`src/rtl/pipe_addsub.sv`:
```
// Pipelined adder/subtractor: the carry chain is cut into STAGES equal slices, one register each.
// Define PIPE_ADDSUB_SAT_EN to clamp the result on signed overflow (cout/ovf still report the raw sum).
module pipe_addsub #(
  parameter int WIDTH  = 8,
  parameter int STAGES = 2
) (
  input  logic             clk,
  input  logic             rst,
  input  logic             in_valid,
  output logic             in_ready,
  input  logic [WIDTH-1:0] a,
  input  logic [WIDTH-1:0] b,
  input  logic             sub,
  output logic             out_valid,
  input  logic             out_ready,
  output logic [WIDTH-1:0] s,
  output logic             cout,
  output logic             ovf
);
  localparam int SW   = WIDTH / STAGES;
  localparam int LAST = STAGES - 1;

  logic             adv;
  logic             vld_q [STAGES];
  logic             cy_q  [STAGES];
  logic [WIDTH-1:0] a_q   [STAGES];
  logic [WIDTH-1:0] bx_q  [STAGES];
  logic [WIDTH-1:0] s_q   [STAGES];

  // The whole pipeline moves as one: it only freezes when the last stage is blocked.
  assign adv      = !vld_q[LAST] || out_ready;
  assign in_ready = adv;

  genvar gi;
  for (gi = 0; gi < STAGES; gi++) begin : g_stage
    logic             vld_in;
    logic             cy_in;
    logic [WIDTH-1:0] a_in;
    logic [WIDTH-1:0] bx_in;
    logic [WIDTH-1:0] s_in;
    logic [SW:0]      slice_sum;
    logic             vld_d;
    logic             cy_d;
    logic [WIDTH-1:0] a_d;
    logic [WIDTH-1:0] bx_d;
    logic [WIDTH-1:0] s_d;

    if (gi == 0) begin : g_src
      assign vld_in = in_valid && adv;
      assign cy_in  = sub;
      assign a_in   = a;
      assign bx_in  = b ^ {WIDTH{sub}};
      assign s_in   = '0;
    end else begin : g_src
      assign vld_in = vld_q[gi-1];
      assign cy_in  = cy_q[gi-1];
      assign a_in   = a_q[gi-1];
      assign bx_in  = bx_q[gi-1];
      assign s_in   = s_q[gi-1];
    end

    always_comb begin
      slice_sum = {1'b0, a_in[gi*SW +: SW]} + {1'b0, bx_in[gi*SW +: SW]}
                + {{SW{1'b0}}, cy_in};
      vld_d     = vld_in;
      cy_d      = slice_sum[SW];
      a_d       = a_in;
      bx_d      = bx_in;
      s_d       = s_in;
      s_d[gi*SW +: SW] = slice_sum[SW-1:0];
    end

    always_ff @(posedge clk or posedge rst) begin
      if (rst) begin
        vld_q[gi] <= 1'b0;
        cy_q[gi]  <= 1'b0;
        a_q[gi]   <= '0;
        bx_q[gi]  <= '0;
        s_q[gi]   <= '0;
      end else if (adv) begin
        vld_q[gi] <= vld_d;
        cy_q[gi]  <= cy_d;
        a_q[gi]   <= a_d;
        bx_q[gi]  <= bx_d;
        s_q[gi]   <= s_d;
      end
    end
  end

  logic a_msb;
  logic ovf_raw;

  always_comb begin
    a_msb     = a_q[LAST][WIDTH-1];
    ovf_raw   = (a_msb == bx_q[LAST][WIDTH-1]) && (s_q[LAST][WIDTH-1] != a_msb);
    out_valid = vld_q[LAST];
    cout      = cy_q[LAST];
    ovf       = ovf_raw;
    s         = s_q[LAST];
`ifdef PIPE_ADDSUB_SAT_EN
    // Overflow direction follows the sign of A: positive clamps to 011..1, negative to 100..0.
    if (ovf_raw) begin
      s = {a_msb, {(WIDTH-1){!a_msb}}};
    end
`endif
  end

endmodule

```
`config.mk`:
```
export PLATFORM = sky130hd
export DESIGN_NAME = pipe_addsub
export DESIGN_NICKNAME = d
export VERILOG_FILES = /design/src/rtl/pipe_addsub.sv
export SDC_FILE = /design/constraint.sdc
export NUM_CORES = 1
export LEC_CHECK = 0
export ABC_AREA = 1
export CAP_MARGIN = 15
export CORE_MARGIN = 1
export CORE_UTILIZATION = 46
export DETAILED_ROUTE_END_ITERATION = 8
export GPL_ROUTABILITY_DRIVEN = 0
export HOLD_SLACK_MARGIN = 0.02
export PLACE_DENSITY = 0.8
export SLEW_MARGIN = 20
export SYNTH_ARGS = -nofsm -noshare
export SYNTH_HDL_FRONTEND = slang
export SYNTH_SLANG_ARGS = --single-unit
export TNS_END_PERCENT = 10
```
`constraint.sdc`:
```
create_clock -name clk -period 3.7 [get_ports clk]
set_clock_uncertainty 0.05 [all_clocks]
set_input_delay 0.74 -clock clk [delete_from_list [all_inputs] [get_ports clk]]
set_output_delay 0.74 -clock clk [all_outputs]
set_load 0.005 [all_outputs]
```
======== Word level (Yosys, flattened, before mapping) ========
Index checks and enable logic that the tools add are counted.
storage, ports and cells
  output and inout port bits .............. 12
  word-level logic and storage cells ...... 21
  input port bits ......................... 21
  register bits ........................... 48
cells by class
  bitwise operators ....................... 1
  reductions and logical operators ........ 4
  add/subtract/negate cells ............... 4
  equality and inequality tests ........... 2
operator list
  operator                                count
  4-bit by 4-bit adder with 5-bit output  2
  5-bit by 1-bit adder with 5-bit output  2
  8-bit XOR                               1
  1-bit logical AND                       2
  1-bit == test                           1
  1-bit zero test                         1
  1-bit logical OR                        1
  1-bit != test                           1

======== Logic depth before layout (Yosys ltp) ========
Gate-level depths: netlist (run 1).
  word-level depth ........................ 3
  gate-level depth with buffers ........... 10
  gate-level depth less buffers ........... 9

======== Worst setup path before layout (run 1) ========
No wires, ideal clock.
  path kind ............................... input to output
  start point ............................. in out_ready
  end point ............................... out in_ready
  buffers on the path ..................... 2
  slack ................................... 1.671 ns
  stages on the path ...................... 3
  data arrival time ....................... 1.239 ns
  data required time ...................... 2.910 ns
  cell sequence ........................... or2_4 -> buf_6 -> buf_6
on the way
  cells in the longest elaborated chain, start to end .. 1
RTL lines
  what              RTL line  text
  start, declared   15        input logic out_ready,
  1-bit logical OR  31        assign adv = !vld_q[LAST] || out_ready;
  end, declared     10        output logic in_ready,
Every way passes these cells.

======== Final worst setup path (run 1) ========
Ends and elaborated chain as after synthesis.

==> results of run 1 <==
area by class of cell:
class	instances	area [µm²]	area share, %
Clock buffer	4	36.3	2.16
Inverter	16	60.1	3.57
Multi-Input combinational cell	105	576	34.2
Sequential cell	26	651	38.7
Tap cell	31	38.8	2.31
Timing Repair Buffer	32	320	19.0
state kept, by name (all words and copies together), names as in the netlist:
signal,flops
g_stage.vld_d,1
a_msb,1
g_stage.s_in,4
g_stage.bx_d,4
g_stage.cy_in,1
g_stage.a_d,4
cout,1
bx_q,1
s,8
out_valid,1
synth_stat cells (2+ instances only):
cell	count
inv_1	15
fa_1	3
xor2_1	4
dfrtp_1	26
nand3b_1	2
nand2_1	54
a21oi_1	6
nand3_1	4
o21ai_0	16
ha_1	6
buf_4	3
nor2_1	6
xnor2_1	3
buf_6	2
worst max path at each step:
stage | cells past startpoint | to | slack, ns
4_1_cts | 3 | in_ready | 0.85
3_5_place_dp | 3 | in_ready | 0.85
5_1_grt | 3 | in_ready | 0.80
3_3_place_gp | 3 | in_ready | 0.85
6_report | 3 | in_ready | 0.84
2_1_floorplan | 3 | in_ready | 1.67
per-stage QoR:
step	util (%)	power (µW)	cells	hold slack, ns	worst slack [ns]
finish	61.0	819	214	0.430	0.844
global route	61.0	887	214	0.463	0.802
CTS	61.0	828	214	0.432	0.846
detailed placement	59.7	683	210	0.390	0.849
global placement	59.7	670	210	0.382	0.853
floorplan	-	547	153	0.369	1.67
worst max-delay path: stages:
cell             delay, ns
clkdlybuf4s50_1       0.45
or2_4                 0.30
clkdlybuf4s50_1       0.57
cells by family after synthesis:
logic type	count (synthesis)
xor gates and xnor gates	7
buffers and inverters	22
DFF	26
AOI/OAI and AO/OA	22
and+or+nand+nor	67
adders and majority gates	9
layer usage:
metal	wire length, µm	vias up	GRT usage, %
met5	0	-	0
met1	1110	461	21.4
met4	42	0	7.67
met3	86	6	1.86
li1	-	534	-
met2	1130	23	29.1
report_power, final:
part / total (µW) / switching (µW) / internal (µW)
combinational: 282 / 126 / 156
clock: 146 / 86.1 / 60.3
sequential: 391 / 39.2 / 352
==> results.md, run 1 <==
Global route:
- The first global-routing pass estimated 4140 µm of wire.
- The global-route congestion overflow total is 0.
- The initial antenna violation count is 0.
- The global-route total usage across every layer is roughly 17%.
- Entering global routing, the biggest net connects 31 pins.
- The via count of the first global-routing pass is 987.

Detailed routing:
- The final routed wirelength across all metal layers is 2370 µm.
- In this run the remaining antenna-violating nets after routing total 0.
- The count of TritonRoute iterations in the first routing pass is 4.
- The post-detailed-route wirelength per cell is 11.1 µm.
- The total vias in the final route is 1,024.
- For this run, design rule violations remaining after detail routing come to 0.
- After the first detailed-routing iteration, the DRC count stood at 18.
- Dividing the detail-routed via count by the number of cells gives ~4.8.

Synthesis:
- The total of flip-flops plus latches after synthesis is 26.
- The fraction of synthesized area in multiplexers is 0%.
- The leading register cell type out of synthesis is dfrtp_1.
- The largest family of logic cells by synthesized area is simple AND/OR/NAND/NOR gates.
- Counting flops with an async set or reset pin after synthesis yields a share of 100%.
- The simple logic cell fraction of the synthesized area is 20.1%.
- In this run, synthesis inferred 0 flip-flops with an integrated enable.
- The xor and xnor fraction of the mapped netlist area is between 4 and 5%.
- The share of the Yosys chip area taken by registers is 48.7%.
- The synthesized netlist occupies a cell area of 1340 µm².
- The share of synthesized cell area in full adder, half adder and majority cells is 10.1%.
- Averaged over all synthesized cells, the footprint is 8.73 µm².
- After technology mapping, the gate count stands at 153.
- The Yosys step of the flow raised 0 warnings.
- The net count of the mapped netlist is 183.
- The fraction of post-synthesis cell area in the top cell type by area is 48.7%.
- After synthesis, the cell types taking the most area are dfrtp_1, nand2_1, o21ai_0.
- The most area-hungry cell type in the Yosys netlist is dfrtp_1.
- The area fraction in compound gates after synthesis is about 8.2%.
- The number of library cell types mapped by synthesis is 17.

Outcome:
- The flow ran to the end, and the final reports show no timing, DRC or antenna violations.

Placement:
- Summed over all nets, the half-perimeter wirelength after detailed placement is about 1800 µm.
- The cell area after placement is 1650 µm².
- Input and output buffers added on the ports amount to 32.

Worst setup path:
- The endpoint of the lowest-slack register-to-register path is s[5]$_DFFE_PP0N_.
- Data on the critical path arrives at its endpoint at 2.07 ns.
- The category of the worst setup path launch point is a primary input.
- The launching instance or port of the critical path is out_ready.
- The critical path class is in -> out.
- The type of element capturing the critical path is an output pin.
- The data required time of the worst path is about 2.9 ns.
- The maximum fanout encountered on the critical timing path is 30.
- Counting cells, the worst reg-to-reg path comes to 4.
- The worst register-to-register path begins at g_stage[1].a_d[4]$_DFFE_PP0N_.
- The reg2reg setup slack is approximately 2 ns.

Layout:
- The total of fill cells in the finished design is 231.
- The count of nets after finishing is 214.
- After routing the design area is 1680 µm².
- The area growth from synthesis to layout is 25.8%.
- The most common cell after layout, fill and taps aside is nand2_1.
- The top cell types in the final layout, fill and taps aside, are nand2_1, clkdlybuf4s50_1, dfrtp_1.
- The count of inserted antenna diode cells is 0.
- The post-route netlist has about 3.3% of its cells at a drive strength greater than 1.

Timing:
- Setup repair after global routing left no endpoint under its margin.
- The peak clock frequency supported by timing is 350 MHz.
- The final-report max-slew violation count is 0.
- The routed design could run at a clock period as short as between 2 and 3 ns.
- After routing, the total negative slack on setup checks comes to 0 ns.
- The worst slew margin relative to its limit is 38.8%.
- The final cycle utilization of the critical path is 77.2%.
- Setup violations remaining at the end of the flow were counted as 0.
- The final number of hold-violating endpoints was 0.
- The slew of the pin with the lowest slew margin is between 0.9 and 1 ns.

Min path:
- The end point of the worst hold path is out_valid$_DFFE_PP0N_.
- The startpoint of the lowest-slack hold path is g_stage[1].vld_d$_DFFE_PP0N_.
- The worst hold path stage count is 2.
- The worst hold path belongs to the class reg -> reg.

Die:
- The floorplan die area is 3120 µm².
- The floorplan step set the die height to 55.9 µm.
- The initial core utilization is 48.5%.
- The number of placed I/O pins is 33.
- In this run the core area contains 19 standard-cell rows.
- The core region is 2760 µm².
- The die span in x is 55.9 µm.

Clock tree:
- No sink is reached through more buffers than the 2 on the longest clock path.
- Buffers inserted during clock tree synthesis total 3.
- The later pin in the worst-skew pair is clocked with a latency of 0.33 ns.
- The post-cts resize count is 0.
- The CTS tree is yes.
- The post-CTS setup-driven buffer insertion count is 0.
- The clock-pin slew of the registers on the worst-case setup and hold paths is around 0.14 ns.
- The clock tree root driver cell is clkbuf_4.
- The TritonCTS sink count is 26.
- CTS built an H-tree with a depth of 1.
- The number of buffers inserted for hold repair after clock tree synthesis is 0.

Pwr:
- The power per standard cell area is 487 nW/µm².
- The analysis attributes to cell leakage a power of 0.000837 µW.
- The peak supply drop is 0.268 mV.

Run:
- Across the run, the number of max-cap violations was 0.
Note: power is estimated with default switching activity, not from simulation.
==> run 2, diff against run 1 <==
Settings changed: CORE_UTILIZATION 46 to 43, PLACE_DENSITY 0.8 to 0.79.
Clock period 3.7 ns to 2.4 ns, I/O delays scaled along.
==> results.md, run 2 (same netlist as run 1, synthesis figures left out) <==
Worst setup path:
- STA classifies the critical path endpoint as an output pin.
- The data required time of the worst path is 1.87 ns.
- The length in cells of the worst reg-to-reg path is 6.
- The reg2reg setup slack is 0.72 ns.
- The most numerous cell on the critical path is clkdlybuf4s50_1.
- The biggest cell delay along the critical path is 0.44 ns.
- The critical path's top delay family is buffers and inverters.
- The critical path goes through clkdlybuf4s50_1, or2_4, clkdlybuf4s50_1.
- The maximum fanout encountered on the critical timing path is 2.
- The number of buffers and inverters on the critical path is 2.
- The worst register-to-register path ends at cout$_DFFE_PP0N_.
- Data on the critical path arrives at its endpoint at 1.59 ns.
- The critical path class is in -> out.
- The startpoint of the lowest-slack register-to-register path is g_stage[1].a_d[4]$_DFFE_PP0N_.
- The slowest cell on the critical path is clkdlybuf4s50_1.
- The category of the worst setup path launch point is a primary input.

Global route:
- The first global-routing pass estimated 4280 µm of wire.
- The global-route congestion overflow total is 0.
- The via count of the first global-routing pass is 1,072.
- For this run, the total global-route usage over all layers was measured as 16.7%.
- The pin count of the biggest net entering global routing is 30.
- The initial antenna violation count came to 0.

Layout:
- The filler-free cell count of the finished design is between 200 and 250.
- Counting the fill cells in the layout gives roughly 260.
- Registers take between 600 and 700 µm².
- The library cell used most frequently in the layout, excluding fill and tap cells, is nand2_1.
- In the final layout, the multi-input gates occupy 576 µm².
- The area growth from synthesis to layout is 26.5%.
- The register with the most flip-flops in the layout has 8 of them.
- The finished cells cover 1690 µm².
- In the layout the commonest cells are nand2_1, clkdlybuf4s50_1, dfrtp_1.
- The fraction of final layout cells with drive strength greater than 1 is 4.32%.
- The count of nets after finishing is roughly 220.
- The count of inserted antenna diode cells is 0.

Clock tree:
- The post-CTS setup-driven buffer insertion count is 0.
- The TritonCTS sink count is 26.
- The CTS tree is yes.
- The clock tree root driver cell is clkbuf_4.
- The clock-pin slew of the registers on the worst-case setup and hold paths is 0.13 ns.
- The CTS buffer count is 3.
- The clock passes through at most 2 buffers.
- Hold repair after CTS inserted 0 buffers.
- The H-tree depth is 1.
- The clock latency reported for the late side of the worst-skew pair is 0.32 ns.
- Gates resized during post-CTS repair numbered 0.

Timing:
- The final number of hold-violating endpoints is 0.
- Setup repair after global routing left no endpoint under its margin.
- Derived from the worst setup path, the maximum achievable clock frequency is around 470 MHz.
- For the finished layout, the period the worst path requires is approximately 2.1 ns.
- Measured against its own limit, the worst slew margin works out to 76.9%.
- The slew of the pin with the lowest slew margin is about 0.35 ns.
- The final-report max-slew violation count is 0.
- The final critical path takes up between 80 and 90% of the cycle.
- Setup violations remaining at the end of the flow were counted as 0.
- Summed over all failing endpoints, the final setup total negative slack is 0 ns.

Pwr:
- For this design the ratio of total power to cell area is 727 nW/µm².
- In this run the static leakage power is 0.000847 µW.
- Across the VDD grid, the largest voltage drop is 0.346 mV.

Detailed routing:
- The count of TritonRoute iterations in the first routing pass is 6.
- The detail route stage leaves a number of antenna-violating nets equal to 0.
- The final routed wirelength across all metal layers is 2530 µm.
- After detailed routing, the average wire length per cell comes to 11.7 µm.
- For this block, the initial DRC count from the detailed router was 33.
- The total vias in the final route is 1,064.
- For this run, design rule violations remaining after detail routing come to 3.
- The post-detailed-route via-to-cell ratio is 4.93.

Outcome:
- The flow ran to the end, but the final reports show violations.
- The checks that failed: DRC.

Die:
- The floorplan has 19 rows.
- The total area inside the core boundary comes to between 2000 and 3000 µm².
- The floorplan step set the die width to 57.7 µm.
- The floorplan step defined a die boundary enclosing 3330 µm².
- 33 I/O pins were placed.
- The die height is 57.7 µm.
- Once the floorplan was initialized, standard cells occupied 46.8% of the core.

Placement:
- Counting tap cells, the placed design contains a total of ~210 instances.
- The count of port buffers added during placement is 32.
- The HPWL reported at the end of detailed placement is 1910 µm.
- The cell area after placement is about 1700 µm².

Min path:
- The startpoint identified for the worst hold timing path is g_stage[1].vld_d$_DFFE_PP0N_.
- The class of the tightest hold or removal check is reg -> reg.
- For hold timing, the worst endpoint is out_valid$_DFFE_PP0N_.
- Counting instances, the worst hold path has a depth of 2.

Run:
- Across the run, the number of max-cap violations was 0.
## run 2: cell types whose count changed in the layout (fill, tap and decap cells not counted)
cell      change
buf_4         +3
clkbuf_8      -1
clkinv_1      -1
inv_1         +1
## run 2: worst max-delay path by stage
stage / endpoint / cells after the start / from / slack [ns]
2_1_floorplan: g_stage[1].cy_in$_DFFE_PP0N_ / 7 / sub / 0.71
3_3_place_gp: g_stage[1].cy_in$_DFFE_PP0N_ / 7 / sub / 0.27
3_5_place_dp: g_stage[1].cy_in$_DFFE_PP0N_ / 7 / sub / 0.17
4_1_cts: in_ready / 3 / out_ready / 0.28
5_1_grt: in_ready / 3 / out_ready / 0.25
6_report: in_ready / 3 / out_ready / 0.28
## run 2: power breakdown
part | internal [µW] | switching, µW
Sequential | 542 | 58.3
Combinational | 246 | 203
Clock | 58.8 | 120
## run 2: layer usage
layer,global-route usage [%],share of wire (%),vias to the layer above
met5,0,0,-
met2,29.6,49,28
met3,2.46,3.4,5
met4,8.16,1.7,0
li1,-,-,537
met1,20.0,46,494
## run 2: cell type report
type                       count  area share [%]
timing repair buffer          35            20.3
inverter                      16            3.55
clock buffer                   3            1.33
sequential                    26            38.5
multi-input combinational    105            34.0
tap                           31            2.29
## run 2: tightest hold or removal path, delay by kind of cell, from the launching register on
| family | cells | cell delay, ns |
|---|---|---|
| simple gates | 1 | 0.06 |
| buf+inv | 1 | 0.05 |
| flops | 1 | 0.34 |
## run 2: per-stage QoR
step | total power (µW) | util [%] | setup WS [ns] | hold slack (ns)
2_1_floorplan | 843 | - | 0.713 | 0.369
3_3_place_gp | 1040 | 58.5 | 0.275 | 0.384
3_5_place_dp | 1060 | 58.5 | 0.174 | 0.393
4_1_cts | 1240 | 59.3 | 0.282 | 0.424
5_1_grt | 1330 | 59.3 | 0.246 | 0.455
6_report | 1230 | 59.3 | 0.283 | 0.421
==> run 3, diff against run 2 <==
Settings changed: CTS_CLUSTER_DIAMETER from default to 100.
==> results of run 3 <==
The final DEF is identical to that of run 2; final timing and power are the same.
